==> src/rtl/axis_pattern_pkg.sv <==
// Shared types and constants for the AXI4-Stream pattern generator.
package axis_pattern_pkg;

  // Generator FSM states.
  typedef enum logic [1:0] {
    IDLE = 2'd0,
    SEND = 2'd1,
    GAP  = 2'd2
  } state_e;

  // Data pattern selectors, as driven on the mode input.
  localparam logic [1:0] MODE_INC   = 2'd0;
  localparam logic [1:0] MODE_CONST = 2'd1;
  localparam logic [1:0] MODE_LFSR  = 2'd2;
  localparam logic [1:0] MODE_WALK  = 2'd3;

  // Galois LFSR feedback mask for a 32-bit word.
  localparam logic [31:0] DEFAULT_TAP_MASK = 32'h8020_0003;

endpackage

==> src/rtl/axis_pattern_data.sv <==
// Combinational next-word generator for the four data patterns.
// With start_i high, word_i is the seed and the output is the first word of
// a packet; otherwise word_i is the current beat and the output is the next.
module axis_pattern_data
  import axis_pattern_pkg::*;
#(
  parameter int                    AXIS_WIDTH = 32,
  parameter logic [AXIS_WIDTH-1:0] TAP_MASK   = AXIS_WIDTH'(DEFAULT_TAP_MASK)
) (
  input  logic [AXIS_WIDTH-1:0] word_i,
  input  logic [1:0]            mode_i,
  input  logic                  start_i,
  output logic [AXIS_WIDTH-1:0] next_o
);

  localparam logic [AXIS_WIDTH-1:0] ONE  = AXIS_WIDTH'(1);
  localparam logic [AXIS_WIDTH-1:0] ZERO = '0;

  // Start-word substitution or per-pattern next-word rule.
  always_comb begin
    // NOTE: assigning a default before any branch keeps this block purely
    // combinational; a path that leaves next_o unassigned would infer a latch.
    next_o = word_i;
    if (start_i) begin
      // An all-zero LFSR state locks up and an all-zero walking word has no
      // bit to walk, so both start from 1 instead.
      if ((mode_i == MODE_LFSR || mode_i == MODE_WALK) && word_i == ZERO) begin
        next_o = ONE;
      end
    end else begin
      case (mode_i)
        MODE_INC:   next_o = word_i + ONE;
        MODE_CONST: next_o = word_i;
        MODE_LFSR:  next_o = (word_i >> 1) ^ (word_i[0] ? TAP_MASK : ZERO);
        MODE_WALK:  next_o = {word_i[AXIS_WIDTH-2:0], word_i[AXIS_WIDTH-1]};
        default:    next_o = word_i;
      endcase
    end
  end

endmodule

==> src/rtl/axis_pattern_gen.sv <==
// AXI4-Stream packet generator: framed packets with tlast, four data
// patterns, programmable length and inter-packet gap. All outputs registered.
module axis_pattern_gen
  import axis_pattern_pkg::*;
#(
  parameter int                    AXIS_WIDTH = 32,
  parameter int                    LEN_WIDTH  = 16,
  parameter int                    GAP_WIDTH  = 8,
  parameter logic [AXIS_WIDTH-1:0] TAP_MASK   = AXIS_WIDTH'(DEFAULT_TAP_MASK)
) (
  input  logic                  clk,
  input  logic                  reset,
  input  logic                  en,
  input  logic [1:0]            mode,
  input  logic [AXIS_WIDTH-1:0] seed,
  input  logic [LEN_WIDTH-1:0]  pkt_len,
  input  logic [GAP_WIDTH-1:0]  gap,
  output logic                  m_axis_tvalid,
  output logic [AXIS_WIDTH-1:0] m_axis_tdata,
  output logic                  m_axis_tlast,
  input  logic                  m_axis_tready,
  output logic                  busy,
  output logic [15:0]           pkt_count
);

  localparam logic [LEN_WIDTH-1:0] LEN_ONE = LEN_WIDTH'(1);
  localparam logic [GAP_WIDTH-1:0] GAP_ONE = GAP_WIDTH'(1);

  state_e state_q, state_d;
  logic   load;

  // Shadow configuration, captured at the start of every packet.
  logic [1:0]           mode_q,    mode_d;
  logic [LEN_WIDTH-1:0] len_q,     len_d;
  logic [GAP_WIDTH-1:0] gap_q,     gap_d;

  // Beat counter (1..len_q) and gap counter (1..gap_q).
  logic [LEN_WIDTH-1:0] beat_q,    beat_d;
  logic [GAP_WIDTH-1:0] gap_cnt_q, gap_cnt_d;

  // Output registers.
  logic                  tvalid_q,  tvalid_d;
  logic [AXIS_WIDTH-1:0] tdata_q,   tdata_d;
  logic                  tlast_q,   tlast_d;
  logic                  busy_q,    busy_d;
  logic [15:0]           pkt_cnt_q, pkt_cnt_d;

  logic                  hs;
  logic                  last_hs;
  logic                  gap_done;
  logic [LEN_WIDTH-1:0]  len_eff;
  logic [AXIS_WIDTH-1:0] dp_word;
  logic [1:0]            dp_mode;
  logic [AXIS_WIDTH-1:0] dp_next;

  assign hs       = tvalid_q & m_axis_tready;
  assign last_hs  = hs & tlast_q;
  assign gap_done = (gap_cnt_q == gap_q);
  assign len_eff  = (pkt_len == '0) ? LEN_ONE : pkt_len;

  // On a capture the live inputs feed the pattern unit to form the start
  // word; otherwise the current beat and the captured mode produce the next.
  assign dp_word = load ? seed : tdata_q;
  assign dp_mode = load ? mode : mode_q;

  axis_pattern_data #(
    .AXIS_WIDTH (AXIS_WIDTH),
    .TAP_MASK   (TAP_MASK)
  ) u_data (
    .word_i  (dp_word),
    .mode_i  (dp_mode),
    .start_i (load),
    .next_o  (dp_next)
  );

  // State register and all datapath registers, synchronous reset.
  always_ff @(posedge clk) begin
    // NOTE: non-blocking assignments make every register sample the values
    // from before the edge, so ordering inside this block does not matter.
    if (reset) begin
      state_q   <= IDLE;
      mode_q    <= MODE_INC;
      len_q     <= LEN_ONE;
      gap_q     <= '0;
      beat_q    <= '0;
      gap_cnt_q <= '0;
      tvalid_q  <= 1'b0;
      tdata_q   <= '0;
      tlast_q   <= 1'b0;
      busy_q    <= 1'b0;
      pkt_cnt_q <= '0;
    end else begin
      state_q   <= state_d;
      mode_q    <= mode_d;
      len_q     <= len_d;
      gap_q     <= gap_d;
      beat_q    <= beat_d;
      gap_cnt_q <= gap_cnt_d;
      tvalid_q  <= tvalid_d;
      tdata_q   <= tdata_d;
      tlast_q   <= tlast_d;
      busy_q    <= busy_d;
      pkt_cnt_q <= pkt_cnt_d;
    end
  end

  // Next-state logic; load marks every edge that starts a new packet.
  always_comb begin
    state_d = state_q;
    load    = 1'b0;
    case (state_q)
      IDLE: begin
        if (en) begin
          state_d = SEND;
          load    = 1'b1;
        end
      end
      SEND: begin
        // A packet always runs to its tlast handshake; en only decides
        // whether another one follows.
        if (last_hs) begin
          if (gap_q != '0) begin
            state_d = GAP;
          end else if (en) begin
            load = 1'b1;
          end else begin
            state_d = IDLE;
          end
        end
      end
      GAP: begin
        if (!en) begin
          state_d = IDLE;
        end else if (gap_done) begin
          state_d = SEND;
          load    = 1'b1;
        end
      end
      default: state_d = IDLE;
    endcase
  end

  // Next values of the config, counter and output registers.
  always_comb begin
    mode_d    = mode_q;
    len_d     = len_q;
    gap_d     = gap_q;
    beat_d    = beat_q;
    gap_cnt_d = gap_cnt_q;
    tvalid_d  = tvalid_q;
    tdata_d   = tdata_q;
    tlast_d   = tlast_q;
    pkt_cnt_d = last_hs ? pkt_cnt_q + 16'd1 : pkt_cnt_q;
    busy_d    = (state_d != IDLE);

    if (load) begin
      mode_d    = mode;
      len_d     = len_eff;
      gap_d     = gap;
      beat_d    = LEN_ONE;
      gap_cnt_d = '0;
      tvalid_d  = 1'b1;
      tdata_d   = dp_next;
      tlast_d   = (len_eff == LEN_ONE);
    end else if (last_hs) begin
      // Entering GAP (counting its first idle cycle) or IDLE.
      tvalid_d  = 1'b0;
      tlast_d   = 1'b0;
      gap_cnt_d = GAP_ONE;
    end else if (hs) begin
      tdata_d = dp_next;
      beat_d  = beat_q + LEN_ONE;
      tlast_d = ((beat_q + LEN_ONE) == len_q);
    end else if (state_q == GAP) begin
      gap_cnt_d = gap_cnt_q + GAP_ONE;
    end
  end

  assign m_axis_tvalid = tvalid_q;
  assign m_axis_tdata  = tdata_q;
  assign m_axis_tlast  = tlast_q;
  assign busy          = busy_q;
  assign pkt_count     = pkt_cnt_q;

endmodule

==> config.mk <==
export PLATFORM = sky130hd
export DESIGN_NAME = axis_pattern_gen
export DESIGN_NICKNAME = d
export VERILOG_FILES = /design/src/rtl/axis_pattern_pkg.sv /design/src/rtl/axis_pattern_data.sv /design/src/rtl/axis_pattern_gen.sv
export SDC_FILE = /design/constraint.sdc
export NUM_CORES = 1
export LEC_CHECK = 0
export ABC_AREA = 1
export CAP_MARGIN = 30
export CORE_ASPECT_RATIO = 0.6
export CORE_UTILIZATION = 55
export DETAILED_ROUTE_END_ITERATION = 8
export GPL_TIMING_DRIVEN = 0
export HOLD_SLACK_MARGIN = 0.1
export MAX_ROUTING_LAYER = met4
export PLACE_DENSITY = 0.81
export SETUP_SLACK_MARGIN = 0.1
export SLEW_MARGIN = 20
export SYNTH_ARGS = -nofsm -noshare
export SYNTH_HDL_FRONTEND = slang
export SYNTH_HIERARCHICAL = 1
export SYNTH_SLANG_ARGS = --single-unit
==> constraint.sdc <==
create_clock -name clk -period 3.5 [get_ports clk]
set_input_delay 0.525 -clock clk [delete_from_list [all_inputs] [get_ports clk]]
set_output_delay 0.525 -clock clk [all_outputs]
set_load 0.005 [all_outputs]
==> flow_summary.ini, run 1 <==
[synthesis]
yosys.cell_types.count = 45
yosys_most_used_dff = dfxtp_1
synth-edff-count = 0
synthesized_instance_count = 1216
synth.yosys.seq_area_share = 0.2764
syn_area_per_cell_sq_um = 6.135
syn-cell-area_sq_um = 7460
synth-async-reset-ratio = 0
synthesis.yosys.warnings = 6
postSynthNetCount = 1283
postSynthRegisterBits = 103

[sta]
final.setup_skew_ns = 0.009721
layout_worst_path_cycle_share = 0.9554
drv_slew = 0
worst_slew_pin_slew_ns = 0.6847
clock.fmax_mhz = 299.1
final.min_clock_period_ns = 3.344
worst_slack_ns = 0.1561
final_hold_viol_count = 0
grt_setup_unrepaired = yes
finalSetupViolCount = 0
relative_slew_slack = 0.5436

[hold_path]
worstHoldStart = m_axis_tdata[15]$_SDFFE_PP0P_
hp-class = reg2reg
hold_depth = 2

[clocking]
cts.root.buffer_cell = clkbuf_16
number_of_buffers_added_to_fix_hold_violations_after_cts = 0
max-clock-path-buffers = 2
cts_buffers = 9
clkLatencyLatePin_ns = 0.36
clk_transition_reported_paths_ns = 0.08
cts_max_level = 3
clock_sink_count = 103
cts_tree = yes

[setup_path]
worstSetupStartpoint = en
cp_max_fo = 10
crit_top_cell = nand2_1
worst_r2r_startpoint = gap_q[7]$_SDFFE_PP0P_
setup.worst_path.start_class = input port
data_required_time_at_the_worst_endpoint_ns = 3.73
max_stage_delay_ns = 0.53
critPathArrivalTime_ns = 3.57
end_kind = register
timing_worst_setup_path_type = in2reg
reg2reg_depth = 22
path_cells = clkdlybuf4s50_1 -> inv_1 -> nor3_4 -> nand3_2 -> nand2_8 -> buf_4 -> nand2_1 -> nand2_2 -> ha_2 -> nand2_2 -> nor2_8 -> nand2_4 -> o21ai_0 -> a21oi_1 -> o21ai_0 -> nand2_1 -> nand2_1 -> a21oi_1
critPathSlowestCell = clkdlybuf4s50_1

[layout]
share_of_cells_above_drive_strength_1 = 0.1068
layout-area-overhead-vs-synth_pct = 23.57
commonest_cells_after_routing_fill_and_taps_aside = nand2_1, inv_1, clkdlybuf4s50_1
final_cells = 1518
antenna_diode_count = 0
final_common_cell = nand2_1
total_number_of_nets_in_the_final_design = 1410
layout.filler_cells = 1145

[placement]
place_worst_setup_slack_ns = -0.2151
routability_congestion_estimate = 1.033
count_of_buffers_inserted_at_the_top_level_ports = 112
placed_cells = 1498
detailedPlacementHpwl_um = 19680

[outcome]
result_of_the_run = complete, but fails checks
violations = DRC

[global_routing]
via_count_of_the_first_global_routing_pass = 7374
track_usage = 0.3765
total_gr_overflow = 0
wire_length_of_the_first_global_routing_pass_um = 39970
grt_max_degree = 21
antenna_found_initial = 0

[floorplan]
row_count = 32
die_width_um = 152.4
die_h_um = 92.21
placeableCoreArea_sq_um = 13050
num_io_pins = 113
floorplan.initialDensity = 0.5715
full_die_area_sq_um = 14050

[job]
max_cap_viol_count = 0

[power]
ir_worst_vdd_mv = 0.2796
power.leakage_nw = 3.681
power_density_nw_per_um2 = 370.8

[routing]
via_count = 8589
drt_pre_antenna_iters = 9
detail_route.iter0.violations = 1144
wl_per_cell_um = 16.94
routed_via_density = 5.658
route.antenna.remaining_nets = 0
detail_route.drc_violations = 4
wl_um = 25720
[cell usage after synthesis, types with 3 or more instances]
library cell    n  area (sq um)
o22ai_2         5         62.56
nand4_1        16         100.1
dfxtp_1       103          2062
nand2_1       411          1543
nand3_2         3         30.03
xor2_1         15         131.4
ha_1            5         62.56
nand3_1        89         445.4
nor2_1        101         379.1
a21oi_1        86         430.4
inv_1         118         442.9
nor2_2          9         56.30
o22ai_1        30         187.7
nand2_2         7         43.79
o221ai_1        3         26.28
buf_6           8         90.09
inv_2          14         52.55
clkbuf_1       17         63.81
nor3_1         17         85.08
buf_2          17         85.08
o21ai_0        41         205.2
o21ai_1        11         55.05
nand2_4         5         56.30
xnor2_1         5         43.79
a211oi_1       24         180.2
a21oi_2        17         148.9
nor2_4         12         135.1
buf_4           4         30.03
[per-layer routing]
layer | routed length [um] | track usage | part of all wire | up-vias
li1 | - | - | - | 4217
met1 | 12770 | 0.5958 | 0.50 | 3824
met2 | 9443 | 0.4770 | 0.37 | 528
met3 | 3352 | 0.08176 | 0.13 | 20
met4 | 151 | 0.04422 | 0.0059 | 0
met5 | 0 | - | 0 | -
[final timing paths]
| path | to | slack, ns |
|---|---|---|
| max | m_axis_tdata[6]$_SDFFE_PP0P_ | 0.16 |
| min reg2reg | m_axis_tdata[15]$_SDFFE_PP0P_ | 0.48 |
| max reg2reg | m_axis_tdata[6]$_SDFFE_PP0P_ | 0.25 |
| min | m_axis_tdata[15]$_SDFFE_PP0P_ | 0.48 |
[sequential cells by signal, summed over array words and instances, names as in the netlist]
name	cells
beat_q	16
pkt_count	16
gap_q	8
busy	1
state_q	2
m_axis_tdata	32
m_axis_tlast	1
m_axis_tvalid	1
len_q	16
gap_cnt_q	8
mode_q	2
[report_power, final]
group / switching (mW) / total, mW / internal, mW
Sequential: 0.0488 / 1.29 / 1.24
Clock: 0.531 / 1.11 / 0.581
Combinational: 0.629 / 1.02 / 0.391
Total: 1.21 / 3.42 / 2.21
[layout make-up]
class	count	area (sq um)	share of cell area
clock buffers	9	225.2	0.02443
well taps	170	212.7	0.02308
flip-flops and latches	103	2062	0.2237
plain buffers	48	307.8	0.03339
repair buffers	116	1151	0.1249
multi-input cells	930	4647	0.5041
inverters	135	509.2	0.05525
clock inverters	7	102.6	0.01113
[cell families (layout without fill, tap and decap cells)]
logic type | after synthesis | count (layout) | synth area share
buf+inv | 183 | 315 | 0.1072
fa+ha+maj | 5 | 5 | 0.008386
xor+xnor | 21 | 21 | 0.02667
flops | 103 | 103 | 0.2764
simple gates | 682 | 682 | 0.4029
compound gates | 222 | 222 | 0.1785
[stage by stage]
| stage | utilization | TNS (ns) | hold slack, ns | area (sq um) | power, mW |
|---|---|---|---|---|---|
| after floorplan | - | 0 | 0.4366 | 7460 | 1.914 |
| after global placement | 0.6737 | -2.226 | 0.4577 | 8793 | 2.268 |
| after detailed placement | 0.6737 | -2.766 | 0.4713 | 8793 | 2.275 |
| after CTS | 0.6991 | 0 | 0.4830 | 9125 | 3.374 |
| after global routing | 0.7062 | 0 | 0.5040 | 9218 | 3.563 |
| final | 0.7062 | 0 | 0.4834 | 9218 | 3.417 |
[critical path: cells and delay by family]
kind,cells,cell delay [ns]
AO/OA/AOI/OAI,4,0.67
adder cells (fa/ha/maj),1,0.22
buffers and inverters,3,0.83
AND/OR/NAND/NOR,10,1.31
[repair_timing]
| action | CTS | global route |
|---|---|---|
| gates resized for setup | 2 | 25 |
| pin swaps | 1 | 7 |
| setup endpoints to repair | 2 | 30 |
| hold endpoints to repair | 0 | 0 |
| buffers inserted | 0 | 4 |
No activity file was read; power rests on OpenSTA's default activity.
==> run 2, diff against run 1 <==
--- a/config.mk
+++ b/config.mk
@@ -8,12 +8,14 @@
 export ABC_AREA = 1
 export CAP_MARGIN = 30
 export CORE_ASPECT_RATIO = 0.6
-export CORE_UTILIZATION = 55
+export CORE_UTILIZATION = 57
+export CTS_BUF_LIST = sky130_fd_sc_hd__clkbuf_4
 export DETAILED_ROUTE_END_ITERATION = 8
 export GPL_TIMING_DRIVEN = 0
 export HOLD_SLACK_MARGIN = 0.1
 export MAX_ROUTING_LAYER = met4
-export PLACE_DENSITY = 0.81
+export PLACE_DENSITY = 0.84
+export REMOVE_ABC_BUFFERS = 1
 export SETUP_SLACK_MARGIN = 0.1
 export SLEW_MARGIN = 20
 export SYNTH_ARGS = -nofsm -noshare
==> flow_summary.ini, run 2 (synthesized netlist as in run 1, its figures left out) <==
[sta]
worst_slack_ns = 0.2527
hold_slack_ns = 0.2282
final.setup_skew_ns = 0.02480
finalSetupViolCount = 0
final.setup.tns_ns = 0
worst_slew_pin_slew_ns = 0.8664
drv_slew = 0
relative_slew_slack = 0.4216
final_hold_viol_count = 0
grt_setup_unrepaired = yes
clock.fmax_mhz = 307.9
layout_worst_path_cycle_share = 0.9278
final.min_clock_period_ns = 3.247

[layout]
largest_register_ffs = 32
total_number_of_nets_in_the_final_design = 1371
final_common_cell = nand2_1
layout-area-overhead-vs-synth_pct = 18.77
post-route-cell-area_sq_um = 8860
share_of_cells_above_drive_strength_1 = 0.08785
commonest_cells_after_routing_fill_and_taps_aside = nand2_1, inv_1, clkdlybuf4s50_1
antenna_diode_count = 0
fin_util = 0.7138

[clocking]
clkLatencyLatePin_ns = 0.52
max-clock-path-buffers = 2
cts_tree = yes
clk_transition_reported_paths_ns = 0.21
cts_buffers = 9
cts_max_level = 3
clock_sink_count = 103
number_of_buffers_added_to_fix_hold_violations_after_cts = 0
cts.root.buffer_cell = clkbuf_4

[routing]
drt_pre_antenna_iters = 5
wl_um = 23770
route.antenna.remaining_nets = 0
wl_per_cell_um = 16.13
detail_route.iter0.violations = 983
routed_via_density = 5.721
detail_route.drc_violations = 0
via_count = 8433

[floorplan]
placeableCoreArea_sq_um = 12410
die_h_um = 90.62
die_width_um = 149.7
num_io_pins = 113
full_die_area_sq_um = 13560
row_count = 31
floorplan.initialDensity = 0.6010

[global_routing]
wire_length_of_the_first_global_routing_pass_um = 37380
via_count_of_the_first_global_routing_pass = 7432
grt_max_degree = 47
antenna_found_initial = 0
track_usage = 0.3567
total_gr_overflow = 0

[setup_path]
end_kind = register
data_required_time_at_the_worst_endpoint_ns = 3.96
setup.worst_path.start_class = register
cp_max_fo = 36
timing_worst_setup_path_type = reg2reg
setup.reg_to_reg.worst_slack_ns = 0.25
critPathArrivalTime_ns = 3.70

[placement]
detailedPlacementHpwl_um = 16150
count_of_buffers_inserted_at_the_top_level_ports = 112
place_worst_setup_slack_ns = -0.5863
postPlaceCellArea_sq_um = 8574
routability_congestion_estimate = 0.9642

[power]
power_density_nw_per_um2 = 331.9
ir_worst_vdd_mv = 0.1902
power.leakage_nw = 3.486

[hold_path]
hp-class = in2reg

[outcome]
result_of_the_run = finished clean

[job]
max_cap_viol_count = 0
-- run 2: what timing repair did --
item                       CTS  global route
setup buffers                0             5
gates resized for setup      4            12
cloned                       1             3
setup endpoints to repair   31            32
pin swaps                    1             3
-- run 2: critical path, stage by stage, from the launching register on --
cell and delay (ns):
dfxtp_1 0.36, inv_2 0.09, nand4_1 0.14, nor3_2 0.32, nand3_4 0.26, nand2_8 0.24
inv_12 0.09, nand2_1 0.10, nand2_2 0.14, inv_1 0.27, ha_1 0.20, nand2_1 0.06
nor3_1 0.16, nand2_1 0.08, nor2_1 0.10, nand2_1 0.09, nand3_1 0.09, nand2_1 0.07
inv_1 0.05, nand2_1 0.04, a21oi_1 0.17
-- run 2: path summary, 6_finish.rpt --
check	startpoint	cells after the start	to
hold reg to reg	len_q[1]$_SDFFE_PP0P_	2	len_q[1]$_SDFFE_PP0P_
hold / removal	reset	2	pkt_count[4]$_SDFFE_PP0N_
setup / recovery	gap_q[3]$_SDFFE_PP0P_	20	m_axis_tdata[0]$_SDFFE_PP0P_
setup reg to reg	gap_q[3]$_SDFFE_PP0P_	20	m_axis_tdata[0]$_SDFFE_PP0P_
-- run 2: through the flow --
stage,power (mW),instances
finish,2.940,1474
global route,3.076,1474
CTS,2.874,1466
detailed placement,2.207,1449
global placement,2.178,1445
floorplan,1.853,1168
-- run 2: final cells by class --
cell class	count	area, sq um
clock buffer	9	67.56
sequential	103	2062
inverter	135	524.3
fill	1115	3552
clock inverter	7	88.84
timing repair buffer	121	1231
multi-input combinational	934	4679
tap	165	206.4
-- run 2: per-layer routing --
| layer | track usage | up-vias | part of all wire | wire (um) |
|---|---|---|---|---|
| met3 | 0.08788 | 33 | 0.13 | 3122 |
| li1 | - | 4136 | - | - |
| met4 | 0.05640 | 0 | 0.011 | 257 |
| met1 | 0.5405 | 3798 | 0.47 | 11290 |
| met2 | 0.4726 | 466 | 0.38 | 9102 |
| met5 | - | - | 0 | 0 |
-- run 2: power breakdown --
group	internal, mW	total (mW)	switching, mW
Sequential	1.24	1.29	0.0479
Clock	0.175	0.681	0.506
Combinational	0.360	0.972	0.612
Total	1.77	2.94	1.17
==> run 3, diff against run 2 <==
--- a/config.mk
+++ b/config.mk
@@ -7,14 +7,16 @@
 export LEC_CHECK = 0
 export ABC_AREA = 1
 export CAP_MARGIN = 30
+export CELL_PAD_IN_SITES_DETAIL_PLACEMENT = 0
+export CELL_PAD_IN_SITES_GLOBAL_PLACEMENT = 1
 export CORE_ASPECT_RATIO = 0.6
-export CORE_UTILIZATION = 57
+export CORE_UTILIZATION = 39
 export CTS_BUF_LIST = sky130_fd_sc_hd__clkbuf_4
 export DETAILED_ROUTE_END_ITERATION = 8
 export GPL_TIMING_DRIVEN = 0
 export HOLD_SLACK_MARGIN = 0.1
 export MAX_ROUTING_LAYER = met4
-export PLACE_DENSITY = 0.84
+export PLACE_DENSITY_LB_ADDON = 0.1
 export REMOVE_ABC_BUFFERS = 1
 export SETUP_SLACK_MARGIN = 0.1
 export SLEW_MARGIN = 20
==> flow_summary.ini, run 3 (synthesized netlist as in run 1, its figures left out) <==
[sta]
worst_slack_ns = 0.3151
final.min_clock_period_ns = 3.185
clock.fmax_mhz = 314.0
final_hold_viol_count = 0
relative_slew_slack = 0.4180
finalSetupViolCount = 0
grt_setup_unrepaired = no
drv_slew = 0
final.setup_skew_ns = 0.02306
worst_slew_pin_slew_ns = 0.8718
layout_worst_path_cycle_share = 0.9100
hold_slack_ns = 0.4250

[placement]
detailedPlacementHpwl_um = 17400
postPlaceCellArea_sq_um = 8662
routability_congestion_estimate = 0.9648
count_of_buffers_inserted_at_the_top_level_ports = 112
placed_cells = 1523
place_worst_setup_slack_ns = -0.7956

[layout]
layout-area-overhead-vs-synth_pct = 20.51
largest_register_ffs = 32
final_common_cell = nand2_1
final_cells = 1552
commonest_cells_after_routing_fill_and_taps_aside = nand2_1, inv_1, clkdlybuf4s50_1
total_number_of_nets_in_the_final_design = 1374
post-route-cell-area_sq_um = 8990
share_of_cells_above_drive_strength_1 = 0.09230
layout.filler_cells = 1970

[setup_path]
cp_max_fo = 28
critPathArrivalTime_ns = 3.60
path_cells = inv_1 -> or2_0 -> nand3_1 -> nor2_1 -> nand2_1 -> nand2_1 -> nand2_4 -> buf_12 -> nand2_8 -> nand2_1 -> o21ai_0 -> inv_2 -> inv_1 -> nand2_8 -> inv_1 -> nand2_1 -> o221ai_1 -> o21ai_0 -> nand2_1 -> nand2_1 -> a21oi_1
path_buf_inv = 5
max_stage_delay_ns = 0.34
end_kind = register
crit_family = simple AND/OR/NAND/NOR gates
critPathSlowestCell = dfxtp_1
data_required_time_at_the_worst_endpoint_ns = 3.91
reg2reg_depth = 21
timing_worst_setup_path_type = reg2reg
worstSetupPathDepth = 21
setup.worst_path.start_class = register
crit_top_cell = nand2_1

[global_routing]
total_gr_overflow = 0
antenna_found_initial = 0
via_count_of_the_first_global_routing_pass = 6668
track_usage = 0.2631
grt_max_degree = 47
wire_length_of_the_first_global_routing_pass_um = 38650

[routing]
detail_route.iter0.violations = 969
wl_per_cell_um = 16.56
via_count = 8123
route.antenna.remaining_nets = 0
wl_um = 25700
routed_via_density = 5.234
detail_route.drc_violations = 0
drt_pre_antenna_iters = 6

[hold_path]
hp-class = in2reg
hold_depth = 2

[power]
ir_worst_vdd_mv = 0.1794
power_density_nw_per_um2 = 323.8
power.leakage_nw = 3.501

[clocking]
clk_transition_reported_paths_ns = 0.19
number_of_buffers_added_to_fix_hold_violations_after_cts = 0
cts_buffers = 9
max-clock-path-buffers = 2
cts.root.buffer_cell = clkbuf_4
cts_max_level = 3
clkLatencyLatePin_ns = 0.52
clock_sink_count = 103
cts_tree = yes

[floorplan]
row_count = 38
placeableCoreArea_sq_um = 18400
floorplan.initialDensity = 0.4054
die_h_um = 109.1
full_die_area_sq_um = 19700
die_width_um = 180.5
num_io_pins = 113

[job]
max_cap_viol_count = 0

[outcome]
result_of_the_run = finished clean
-- run 3: changes by cell type in the layout (fill, tap and decap cells not counted), sizes merged --
| cell | delta |
|---|---|
| nand2 | +1 |
| clkinv | -1 |
| diode | +1 |
| buf | +2 |
| inv | +1 |
| clkinvlp | -1 |
-- run 3: cell type report --
cell class / instances / area, sq um / area share
clock inverters: 6 / 53.80 / 0.005985
flip-flops and latches: 103 / 2062 / 0.2294
multi-input cells: 935 / 4716 / 0.5246
well taps: 240 / 300.3 / 0.03340
repair buffers: 123 / 1259 / 0.1400
clock buffers: 9 / 67.56 / 0.007516
inverters: 135 / 529.3 / 0.05887
diodes: 1 / 2.502 / 0.0002784
-- run 3: power breakdown --
group	switching [mW]	internal, mW	total (mW)
combinational	0.628	0.364	0.992
sequential	0.0466	1.24	1.29
clock	0.479	0.155	0.634
total	1.15	1.76	2.91
-- run 3: worst paths after layout --
path,slack (ns),endpoint,start
worst max register to register,0.32,m_axis_tdata[6]$_SDFFE_PP0P_,gap_q[7]$_SDFFE_PP0P_
worst min register to register,0.48,pkt_count[15]$_SDFFE_PP0N_,pkt_count[15]$_SDFFE_PP0N_
worst max-delay path,0.32,m_axis_tdata[6]$_SDFFE_PP0P_,gap_q[7]$_SDFFE_PP0P_
worst min-delay path,0.42,m_axis_tdata[28]$_SDFFE_PP0P_,reset
-- run 3: through the flow --
step                power (mW)  setup TNS, ns  utilization
floorplan                1.853              0            -
global placement         2.209         -66.24       0.4669
detailed placement       2.223         -18.95       0.4708
CTS                      2.883              0       0.4801
global route             3.079              0       0.4884
finish                   2.911              0       0.4886
-- run 3: routing by layer --
metal  GRT usage  vias to the layer above  part of all wire
met1      0.4294                     3598              0.56
li1            -                     4147                 -
met5           -                        -                 0
met2      0.3104                      364              0.34
met3     0.05645                       14             0.095
met4     0.03846                        0            0.0052
-- run 3: repair_timing --
action	4_1_cts	5_1_grt
setup buffers	0	8
gates cloned	3	2
pin swaps	2	4
endpoints found under the setup margin	32	31
gates resized for setup	7	15
